### config.mk
export PLATFORM = sky130hd
export DESIGN_NAME = adder_pipe
export DESIGN_NICKNAME = d
export VERILOG_FILES = /design/src/rtl/adder_pipe.sv
export SDC_FILE = /design/constraint.sdc
export NUM_CORES = 1
export LEC_CHECK = 0
export CAP_MARGIN = 20
export CORE_MARGIN = 5
export CORE_UTILIZATION = 40
export DETAILED_ROUTE_END_ITERATION = 7
export PLACE_DENSITY = 0.57
export SYNTH_ARGS = -nofsm -noshare
export SYNTH_HDL_FRONTEND = slang
export SYNTH_SLANG_ARGS = --single-unit
### constraint.sdc
create_clock -name clk -period 5.61 [get_ports clk]
set_input_delay 1.683 -clock clk [delete_from_list [all_inputs] [get_ports clk]]
set_output_delay 1.683 -clock clk [all_outputs]
set_load 0.01 [all_outputs]
### src/rtl/adder_pipe.sv
`timescale 1ns/1ps
`default_nettype none
// ============================================================================
//  Module   : adder_pipe
//  Purpose  : Pipelined unsigned adder with optional running accumulation.
//             The sum is formed when a beat is accepted. The remaining stages
//             only carry the result, using valid/ready handshakes on both
//             sides. A stall on the output freezes the whole pipe.
//  Revision : 1.0 - initial parametrised release
// ============================================================================
module adder_pipe #(
  parameter int WIDTH     = 16,
  parameter int STAGES    = 2,
  parameter int ACC_WIDTH = 32
) (
  input  logic                 clk,
  input  logic                 rst,
  input  logic                 i_valid,
  output logic                 o_ready,
  input  logic [WIDTH-1:0]     i_a,
  input  logic [WIDTH-1:0]     i_b,
  input  logic                 i_mode,
  input  logic                 i_clear,
  output logic                 o_valid,
  input  logic                 i_ready,
  output logic [ACC_WIDTH-1:0] o_sum,
  output logic                 o_overflow
);

  // Pipeline storage; index STAGES-1 drives the outputs.
  logic                 r_vld [STAGES];
  logic [ACC_WIDTH-1:0] r_sum [STAGES];
  logic                 r_ovf [STAGES];
  logic [ACC_WIDTH-1:0] r_acc;

  logic                 w_advance;
  logic                 w_accept;
  logic [ACC_WIDTH:0]   w_a_ext;
  logic [ACC_WIDTH:0]   w_b_ext;
  logic [ACC_WIDTH:0]   w_base;
  logic [ACC_WIDTH:0]   w_full;
  logic [ACC_WIDTH-1:0] w_plain;
  logic [ACC_WIDTH-1:0] w_result;
  logic                 w_ovf;

  // The pipe moves whenever the output slot is empty or is being drained.
  // Ready is forced low while rst is high so that no beat appears accepted
  // during reset.
  assign w_advance = !r_vld[STAGES-1] || i_ready;
  assign o_ready   = w_advance && !rst;
  assign w_accept  = i_valid && o_ready;

  // Operands are widened to ACC_WIDTH+1 bits so that the accumulate carry is
  // kept. The plain sum fits in ACC_WIDTH bits because ACC_WIDTH > WIDTH.
  assign w_a_ext  = {{(ACC_WIDTH+1-WIDTH){1'b0}}, i_a};
  assign w_b_ext  = {{(ACC_WIDTH+1-WIDTH){1'b0}}, i_b};
  assign w_base   = i_clear ? '0 : {1'b0, r_acc};
  assign w_full   = w_base + w_a_ext + w_b_ext;
  assign w_plain  = w_a_ext[ACC_WIDTH-1:0] + w_b_ext[ACC_WIDTH-1:0];
  assign w_result = i_mode ? w_full[ACC_WIDTH-1:0] : w_plain;
  assign w_ovf    = i_mode & w_full[ACC_WIDTH];

  // The accumulator changes only on an accepted accumulate beat. Add beats
  // and bubbles leave it unchanged.
  always_ff @(posedge clk) begin
    if (rst) begin
      r_acc <= '0;
    end else if (w_accept && i_mode) begin
      r_acc <= w_full[ACC_WIDTH-1:0];
    end
  end

  // Shift register of results. Stage 0 loads the new beat, or a bubble when
  // no beat is accepted. Every stage holds while the output is stalled.
  always_ff @(posedge clk) begin
    if (rst) begin
      for (int i = 0; i < STAGES; i++) begin
        r_vld[i] <= 1'b0;
        r_sum[i] <= '0;
        r_ovf[i] <= 1'b0;
      end
    end else if (w_advance) begin
      r_vld[0] <= w_accept;
      r_sum[0] <= w_result;
      r_ovf[0] <= w_ovf;
      for (int i = 1; i < STAGES; i++) begin
        r_vld[i] <= r_vld[i-1];
        r_sum[i] <= r_sum[i-1];
        r_ovf[i] <= r_ovf[i-1];
      end
    end
  end

  assign o_valid    = r_vld[STAGES-1];
  assign o_sum      = r_sum[STAGES-1];
  assign o_overflow = r_ovf[STAGES-1];

endmodule
`default_nettype wire

==> out/results.tsv <==
stage	metric	value	unit
run_status	outcome	finished clean	
setup_path	crit_path_start_kind	input pin	
logic_synthesis	synth_seq_cells	100	
grt	grt_overflow	0	
clocking	numCtsBuffers	9	
logic_synthesis	yosysWarnings	0	
timing	setup_viol	0	
logic_synthesis	avgSynthCellArea	9.31	um2
pwr	worst_ir_drop_vdd	141	uV
pwr	p_total	2040	uW
run	drv_cap	0	
clocking	cts-root-buf	clkbuf_16	
setup_path	crit_buf_inv	2	
placed_design	portBuffers	72	
setup_path	path_class	input pin to flip-flop	
clocking	cts_resized	0	
finish	antennaDiodeCount	0	
die	die_area	20100	um2
finish	area_growth_syn_to_layout	15.6	%
grt	grt_first_pass_wirelength	29.6	mm
logic_synthesis	ys.flop_type	edfxtp_1	
setup_path	endpoint_kind	flip-flop	
grt	grt_use_met1	25.9	%
grt	grt_max_degree	51	
timing	layout_setup_ws	0.540	ns
timing	final.period_utilization	90.4	%
grt	grtUsageMet2	29.6	%
pwr	powerDensity	255	nW/um2
logic_synthesis	yosysTopAreaCellShare	29.4	%
grt	grt_use_total	18.4	%
timing	period_needed	5.07	ns
logic_synthesis	synth_edf_count	68	
grt	grt_pass1_vias	5582	
die	die-width	142	um
timing	worstMarginPinSlew	0.872	ns
timing	skew	0.0121	ns
finish	fillers	1662	
clocking	clkSlewWorstSetupHoldPaths	0.08	ns
timing	slew-limit-headroom	41.6	%
setup_path	crit_slowest_cell	nor4_1	
finish	layout-drive-gt1-share	8.38	%
setup_path	cp_top_family	adder cells	
die	core_area	17200	um2
placed_design	hpwl	13.6	mm
die	num_rows	48	
logic_synthesis	synth_cell_type_count	73	
clocking	clock_latency	0.35	ns
logic_synthesis	synthArstFlopShare	0	%
placed_design	dpl.cell_count	997	
finish	nets	871	
pwr	p_leak	0.00320	uW
logic_synthesis	synth.area.top_cells	edfxtp_1 (29%), dfxtp_1 (9.2%), ha_1 (5.8%)	
clocking	cts_tree	done	
grt	top_usage_layer	met2	
logic_synthesis	yosys.area.top_type	edfxtp_1	
clocking	post_cts_buffers	0	
clocking	htreeDepth	3	
setup_path	worstPathArrival	5.13	ns
placed_design	pre_cts_slack	0.301	ns
clocking	cts_hold_buf	0	
finish	most-common-layout-cells	clkdlybuf4s50_1 (72), nand2_1 (70), edfxtp_1 (68)	
die	chipHeight	142	um
detailed_routing	postRouteAntennaNets	0	
detailed_routing	wl	18.4	mm
die	ioPinCount	73	
logic_synthesis	ys_seq_area_share	38.7	%
timing	max_clock_freq	197	MHz
timing	hold_viol_final	0	
finish	stdcell_count	1013	
logic_synthesis	syn-num-nets	833	
die	start_util	40.4	%
finish	final_common_cell	clkdlybuf4s50_1	
logic_synthesis	netlist_area	6940	um2
detailed_routing	vias	5800	
detailed_routing	drtIter0Drc	431	
setup_path	path_max_fanout	30	
worst_hold_path	worstHoldPathType	flip-flop to flip-flop	
setup_path	max_stage_delay	0.55	ns
grt	antenna_found_initial	0	
timing	rsz0062_at_grt	false	
detailed_routing	drc_errors	0	
setup_path	cp_cell_sequence	clkdlybuf4s50_1 -> buf_12 -> nor2b_1 -> fa_1 -> ha_1 -> fa_1 -> a21oi_1 -> o21ai_1 -> and3_1 -> o21ai_0 -> a21oi_1 -> nor4_1	
grt	grt_use_met3	1.95	%
clocking	cts_sinks	100	
placed_design	place.gp.congestion	0.904	
detailed_routing	via_per_inst	5.73	
detailed_routing	drt_pass1_iterations	5	
logic_synthesis	syn-instance-count	745	
timing	tns	0	ns
detailed_routing	wl_per_cell	18.2	um
setup_path	worstPathRequired	5.67	ns
timing	slew_viol_final	0	
clocking	clockBufferDepth	2	
final timing paths:
check | from | end | slack, ns | depth (start not counted)
min | r_acc[10]$_SDFFE_PP0P_ | r_acc[10]$_SDFFE_PP0P_ | 0.46 | 2
max reg2reg | r_acc[1]$_SDFFE_PP0P_ | r_sum[0][13]$_SDFFCE_PN0P_ | 2.21 | 10
min reg2reg | r_acc[10]$_SDFFE_PP0P_ | r_acc[10]$_SDFFE_PP0P_ | 0.46 | 2
max | i_clear | r_sum[0][13]$_SDFFCE_PN0P_ | 0.54 | 12
layout make-up:
type | count | area (um2) | area share [%]
clock inverter | 6 | 53.8 | 0.671
sequential | 100 | 2680 | 33.5
inverter | 15 | 61.3 | 0.765
tap | 225 | 282 | 3.51
clock buffer | 10 | 239 | 2.98
multi-input combinational | 559 | 3770 | 47.0
timing repair buffer | 98 | 928 | 11.6
tightest hold or removal path: stages, from the launching register on:
cell and delay [ns]:
dfxtp_1 0.31, nand2_1 0.05, a21oi_1 0.05
synthesized netlist by cell type (all sizes together) (3+ instances only):
cell type  number
mux2i           4
and3           50
a211oi         11
xnor2           9
or4             4
nand3          39
o21bai          3
or3            14
inv            15
nor2           48
ha             32
edfxtp         68
o311ai         10
a211o           5
nor3           18
dfxtp          32
fa             18
nand4          11
nand3b          3
o21a            7
a21oi          58
or2             3
nor3b           3
xor2            9
nor4            6
buf            44
a21o           14
and2            5
o211ai         10
o21ai          29
a31oi           6
clkbuf         27
nand2b          5
nand2          71
nor2b          21
sequential cells by signal, summed over array words and instances, names as in the netlist:
| register | cells |
|---|---|
| r_acc | 32 |
| r_ovf | 2 |
| r_sum | 64 |
| r_vld | 2 |
kinds of logic (layout without fill, tap and decap cells):
family	Yosys count	after routing	share of synthesized area [%]
AO/OA/AOI/OAI	179	179	17.3
XOR/XNOR	18	18	2.27
adder cells (fa/ha/maj)	50	50	11.0
buffers and inverters	86	129	7.00
flip-flops	100	100	38.7
multiplexers	6	6	0.902
AND/OR/NAND/NOR	306	306	22.9
stage by stage:
step	hold slack (ns)	utilization, %	area, um2
after floorplan	0.432	-	6940
after global placement	0.438	45.0	7720
after detailed placement	0.446	45.0	7720
after CTS	0.458	46.7	8020
after global routing	0.481	46.7	8020
final	0.460	46.7	8020
layer usage:
layer / vias to the layer above / share of wire [%]
met1: 2779 / 47
met5: - / 0
met3: 28 / 4.7
met2: 183 / 47
met4: 0 / 1.9
li1: 2810 / -
where the power goes:
group / switching (uW) / leakage [uW] / internal [uW]
sequential: 14.6 / 0.00107 / 841
clock: 302 / 0.000142 / 322
combinational: 321 / 0.00199 / 241
total: 638 / 0.00320 / 1400
Note: power is estimated with default switching activity, not from simulation.
